--- src/rtl/imem_fetch_ctrl_pkg.sv ---
// Shared types and constants for the instruction-fetch sequencer.
// Holds the fetch FSM encoding, the queue entry layout and the fetch-address check.
package imem_fetch_ctrl_pkg;

    typedef enum logic [1:0] {
        FETCH_IDLE  = 2'd0,
        FETCH_RUN   = 2'd1,
        FETCH_FAULT = 2'd2
    } fetch_state_e;

    localparam logic [31:0] INST_NOP = 32'h0000_0000;
    localparam logic [31:0] PC_STEP  = 32'd4;

    typedef struct packed {
        logic [31:0] pc;
        logic [31:0] inst;
    } fetch_entry_t;

    // A pc is fetchable when word aligned and inside the 2^addr_width-word memory.
    function automatic logic pc_fetchable(input logic [31:0] pc, input int unsigned addr_width);
        return (pc[1:0] == 2'b00) && ((pc >> (addr_width + 2)) == 32'd0);
    endfunction

endpackage

--- src/rtl/imem_fetch_ctrl_skid_q.sv ---
// Two-entry FIFO of {pc, inst} sitting between instruction memory and decode.
// Synchronous flush empties it; the head is a plain register read so outputs stay registered.
module imem_fetch_ctrl_skid_q
    import imem_fetch_ctrl_pkg::*;
(
    input  logic         clk_i,
    input  logic         rst_i,
    input  logic         push_i,
    input  fetch_entry_t push_entry_i,
    input  logic         pop_i,
    input  logic         flush_i,
    output logic [1:0]   count_o,
    output fetch_entry_t head_o
);

    fetch_entry_t entry_q [2];
    logic         rd_ptr_q;
    logic         wr_ptr_q;
    logic [1:0]   count_q;
    logic         do_push;
    logic         do_pop;

    assign do_pop  = pop_i & ~flush_i & (count_q != 2'd0);
    assign do_push = push_i & ~flush_i & ((count_q != 2'd2) | do_pop);

    always_ff @(posedge clk_i) begin
        // NOTE: non-blocking assignments keep every register sampling pre-edge values.
        if (rst_i) begin
            // NOTE: both entries are reset because the head must read as a NOP/pc 0 out of reset.
            entry_q[0] <= '{pc: 32'h0, inst: INST_NOP};
            entry_q[1] <= '{pc: 32'h0, inst: INST_NOP};
            rd_ptr_q   <= 1'b0;
            wr_ptr_q   <= 1'b0;
            count_q    <= 2'd0;
        end else if (flush_i) begin
            rd_ptr_q <= 1'b0;
            wr_ptr_q <= 1'b0;
            count_q  <= 2'd0;
        end else begin
            if (do_push) begin
                entry_q[wr_ptr_q] <= push_entry_i;
                wr_ptr_q          <= ~wr_ptr_q;
            end
            if (do_pop) begin
                rd_ptr_q <= ~rd_ptr_q;
            end
            count_q <= count_q + {1'b0, do_push} - {1'b0, do_pop};
        end
    end

    assign count_o = count_q;
    assign head_o  = entry_q[rd_ptr_q];

endmodule

--- src/rtl/imem_fetch_ctrl.sv ---
// Instruction-fetch sequencer: owns the pc, drives the memory word address, checks it,
// queues fetched words and presents them to decode with a valid/ready handshake.
module imem_fetch_ctrl
    import imem_fetch_ctrl_pkg::*;
#(
    parameter int unsigned ADDR_WIDTH = 10,
    parameter logic [31:0] RESET_PC   = 32'h0
) (
    input  logic        clk_i,
    input  logic        rst_i,
    input  logic        fetch_en_i,
    input  logic        redirect_valid_i,
    input  logic [31:0] redirect_pc_i,
    output logic [31:0] imem_addr_o,
    input  logic [31:0] imem_data_i,
    output logic        out_valid_o,
    input  logic        out_ready_i,
    output logic [31:0] out_inst_o,
    output logic [31:0] out_pc_o,
    output logic        fault_o,
    output logic [31:0] fault_pc_o
);

    fetch_state_e state_q, state_d;
    logic [31:0]  pc_q, pc_d;
    logic         fault_q, fault_d;
    logic [31:0]  fault_pc_q, fault_pc_d;

    logic [1:0]   q_count;
    fetch_entry_t q_head;
    fetch_entry_t push_entry;
    logic         out_fire;
    logic         issue_slot;
    logic         pc_ok;
    logic         issue;
    logic         fault_hit;

    assign out_fire   = out_valid_o & out_ready_i;
    assign issue_slot = (state_q == FETCH_RUN) & fetch_en_i & ~redirect_valid_i
                      & ((q_count != 2'd2) | out_fire);
    assign pc_ok      = pc_fetchable(pc_q, ADDR_WIDTH);
    assign issue      = issue_slot & pc_ok;
    assign fault_hit  = issue_slot & ~pc_ok;
    assign push_entry = '{pc: pc_q, inst: imem_data_i};

    always_comb begin
        // NOTE: every output of this block gets a default first so no latch is inferred.
        state_d    = state_q;
        pc_d       = pc_q;
        fault_d    = fault_q;
        fault_pc_d = fault_pc_q;

        if (redirect_valid_i) begin
            pc_d    = redirect_pc_i;
            fault_d = 1'b0;
        end else if (issue) begin
            pc_d = pc_q + PC_STEP;
        end else if (fault_hit) begin
            fault_d    = 1'b1;
            fault_pc_d = pc_q;
        end

        case (state_q)
            FETCH_IDLE:  if (fetch_en_i) state_d = FETCH_RUN;
            FETCH_RUN: begin
                if (!fetch_en_i)    state_d = FETCH_IDLE;
                else if (fault_hit) state_d = FETCH_FAULT;
            end
            FETCH_FAULT: if (redirect_valid_i) state_d = fetch_en_i ? FETCH_RUN : FETCH_IDLE;
            default:     state_d = FETCH_IDLE;
        endcase
    end

    always_ff @(posedge clk_i) begin
        if (rst_i) begin
            state_q    <= FETCH_IDLE;
            pc_q       <= RESET_PC;
            fault_q    <= 1'b0;
            fault_pc_q <= 32'h0;
        end else begin
            state_q    <= state_d;
            pc_q       <= pc_d;
            fault_q    <= fault_d;
            fault_pc_q <= fault_pc_d;
        end
    end

    // A redirect flushes the queue; a same-cycle pop of the old head is simply absorbed.
    imem_fetch_ctrl_skid_q u_skid_q (
        .clk_i        (clk_i),
        .rst_i        (rst_i),
        .push_i       (issue),
        .push_entry_i (push_entry),
        .pop_i        (out_fire),
        .flush_i      (redirect_valid_i),
        .count_o      (q_count),
        .head_o       (q_head)
    );

    assign imem_addr_o = {2'b00, pc_q[31:2]};
    assign out_valid_o = (q_count != 2'd0);
    assign out_inst_o  = q_head.inst;
    assign out_pc_o    = q_head.pc;
    assign fault_o     = fault_q;
    assign fault_pc_o  = fault_pc_q;

endmodule
--- config.mk ---
export PLATFORM = sky130hd
export DESIGN_NAME = imem_fetch_ctrl
export DESIGN_NICKNAME = d
export VERILOG_FILES = /design/src/rtl/imem_fetch_ctrl_pkg.sv /design/src/rtl/imem_fetch_ctrl_skid_q.sv /design/src/rtl/imem_fetch_ctrl.sv
export SDC_FILE = /design/constraint.sdc
export NUM_CORES = 1
export LEC_CHECK = 0
export ABC_AREA = 1
export BUFFER_PORTS_ARGS = -buffer_cell sky130_fd_sc_hd__buf_2
export CORE_MARGIN = 4
export CORE_UTILIZATION = 30
export DETAILED_ROUTE_END_ITERATION = 10
export PLACE_DENSITY = 0.55
export SLEW_MARGIN = 10
export SYNTH_ARGS = -nofsm -noshare
export SYNTH_HDL_FRONTEND = slang
export SYNTH_SLANG_ARGS = --single-unit
--- constraint.sdc ---
create_clock -name clk_i -period 3.3 [get_ports clk_i]
set_input_delay 0.33 -clock clk_i [delete_from_list [all_inputs] [get_ports clk_i]]
set_output_delay 0.33 -clock clk_i [all_outputs]
set_load 0.01 [all_outputs]
==> qor.txt <==
Post-Syn Area per Cell - 10.6 sq um
HPWL Detailed - 14,000 microns
Power per cell area - 518 mW/mm^2
Hold Crit Class - input pin to flop
Insertion delay of the later-clocked pin in the worst-skew pair - 440 ps
Top cells by instance count after synthesis - nor2_1 (182), edfxtp_1 (128), nand2_1 (74)
Final Wtd Congestion - 0.777
Overall track demand over capacity in global routing - 13.5%
Final Hold Violating Endpoints - 0
Pre-CTS setup slack - 1170 ps
Fraction of registers with async set or reset after synthesis - 0%
Core area - 0.0279 sq mm
Post-synth design cell area - 0.00849 sq mm
Category of the worst setup path capture point - output pin
Critical path type - flop to output pin
Maximum clock insertion buffer count - 2
Cell with the most instances after synthesis - nor2_1
TritonCTS Buffers - 17
EDFF count, synth - 128
Die X - 176 microns
Post-route worst setup slack - 902 ps
Number of antenna violations at the first check in global routing - 5
Syn-to-layout area delta - 22.9%
Drt first-iter violations - 377
Die outline height - 176 microns
Achievable clock frequency - 417 MHz
Post-cts sizing count - 0
Ys flop type - edfxtp_1
Combined area of the multi-input logic cells - 0.00271 sq mm
Worst setup slack for register-to-register paths - 1200 ps
Measured slew at the worst slew-check pin - 648 ps
Result of the run - finished clean
Critical Path Sink - out_pc_o[12]
Startpoint types - flop
Sequential Area - 0.00529 sq mm
Final worst path period need - 2400 ps
Cts-stage hold buffer count - 0
Final Cycle Share - 72.7%
Final clock skew - 14.3 ps
Worst hold-check slack - 127 ps
FP Rows - 61
Total wire length after detailed routing - 20,900 microns
Via count of the first global-routing pass - 5,903
Cells after Synth - 802
Top cells by area, synth - edfxtp_1 (45%), dfxtp_1 (17%), mux2_2 (8.5%)
Cell taking the most area after synthesis - edfxtp_1
First-pass DRT Iterations - 4
Root Buffer Master - clkbuf_16
Pin count of the biggest net entering global routing - 51
Clock transition at the registers of the reported paths - 80 ps
Number of register bits inferred by synthesis - 200
WP data required - 2970 ps
TNS Setup - 0 ps
Number of top-level pins - 199
Worst reg2reg endpoint - u_skid_q.entry_q[1][44]
Count of maximum capacitance violations - 0
Static Leakage - 4.54 nW
Post-synthesis cell type count - 30
DRC viols - 0
Count of endpoints failing setup in the final report - 0
Unrepaired setup endpoints after global routing - no
Global-route wire length before repair - 32,800 microns
Slew headroom - 56.8%
CTS tree - built
Count of antenna-violating nets left after detailed routing - 0
Clock Sink Count - 200
Critical-path maximum fanout - 41
Portion of synthesized cell area occupied by the leading cell type - 45.3%
Fraction of final layout cells with drive strength greater than 1 - 33.8%
Number of H-tree levels - 4
Warning count from the yosys run - 0
Port Buf Inserts - 196
Via/cell ratio - 4.24
VDD IR-drop max - 0.000323 V
Filler cell count in the final layout - 2,830
Post-CTS Setup Repair Bufs - 0
Routed vias - 5,915
Origin of the critical flop-to-flop path - pc_q[27]
Net count of the finished layout - 1,075
Reg2reg path depth - 8
Endpoint arrival time on the critical path - 2070 ps
Initial core utilization - 30.5%
Register area share after synthesis - 62.3%
Die area - 0.0310 sq mm
Final number of max-transition violations - 0
Detail-routed net length per standard cell - 15.0 microns
Utilization after layout - 37.5%
Total gr overflow - 0
cell families (layout without fill, tap and decap cells):
| family | count (synthesis) | in the layout | share of synthesized area [%] |
|---|---|---|---|
| and+or+nand+nor | 328 | 328 | 16.4 |
| DFF | 200 | 200 | 62.3 |
| buffers and inverters | 133 | 302 | 7.93 |
| AOI/OAI and AO/OA | 71 | 71 | 4.25 |
| muxes | 64 | 64 | 8.49 |
| adders and majority gates | 3 | 3 | 0.442 |
| xor gates and xnor gates | 2 | 2 | 0.206 |
| other | 1 | 47 | 0.0442 |
per-stage QoR:
step	power (mW)	area, sq um	std cells
final	5.41	10400	1395
after global routing	5.66	10400	1394
after CTS	5.50	10400	1394
after detailed placement	3.34	9820	1362
after global placement	3.34	9820	1362
after floorplan	3.17	8660	847
how the worst min path moves through the flow:
stage,from,to,slack [ps],depth (start not counted)
final,redirect_pc_i[1],pc_q[1],130,3
after global routing,redirect_pc_i[0],pc_q[0],130,3
after CTS,redirect_pc_i[1],pc_q[1],100,3
after detailed placement,fault_pc_o[30],fault_pc_o[30],470,2
after global placement,fault_pc_o[10],fault_pc_o[10],460,2
after floorplan,u_skid_q.rd_ptr_q,flop,450,2
cell usage in the layout (no fill, tap or decap), types with 2 or more instances in the layout:
cell,count
buf_2,196
nor2_1,182
edfxtp_1,128
nand2_1,72
dfxtp_1,71
mux2_2,64
inv_1,59
conb_1,46
o21ai_0,40
nand3_1,32
nor2_2,27
a21oi_1,26
clkbuf_16,17
buf_4,10
clkinv_8,6
inv_6,5
nand4_1,4
o21ai_1,3
ha_1,3
buf_12,3
inv_2,2
nand2_4,2
nand2_2,2
o211ai_1,2
or2_2,2
inv_12,2
final cells by class:
class                           instances  area share (%)
Multi-Input combinational cell        514            26.0
Clock inverter                         15            1.81
Sequential cell                       200            50.7
Tap cell                              378            4.53
Clock buffer                           17            4.08
Inverter                               61            2.19
Timing Repair Buffer                  209            10.7
Antenna cell                            1          0.0240
flip-flops by register name, indices dropped and copies added, names as in the netlist, named ones only:
register	count
state_q	2
u_skid_q.rd_ptr_q	1
u_skid_q.entry_q	128
u_skid_q.wr_ptr_q	1
u_skid_q.count_o	2
pc_q	32
fault_pc_o	32
fault_o	1
where the power goes:
group / switching (mW) / internal (mW)
sequential: 0.0572 / 2.78
combinational: 0.270 / 0.174
clock: 1.09 / 1.04
total: 1.42 / 3.99
metal layers:
metal  vias up  part of all wire, %  global-route usage, %
met5         -                 0.32                      0
met4        10                 0.87                   3.90
met3        22                  8.0                   4.00
met2       176                   47                   21.6
met1      2738                   44                   17.9
li1       2969                    -                      -
critical path, cell delays in order, from the launching register on:
cell and delay [ps]:
dfxtp_2 750, buf_12 320, mux2_2 390, buf_2 140
No activity file was read; power rests on OpenSTA's default activity.
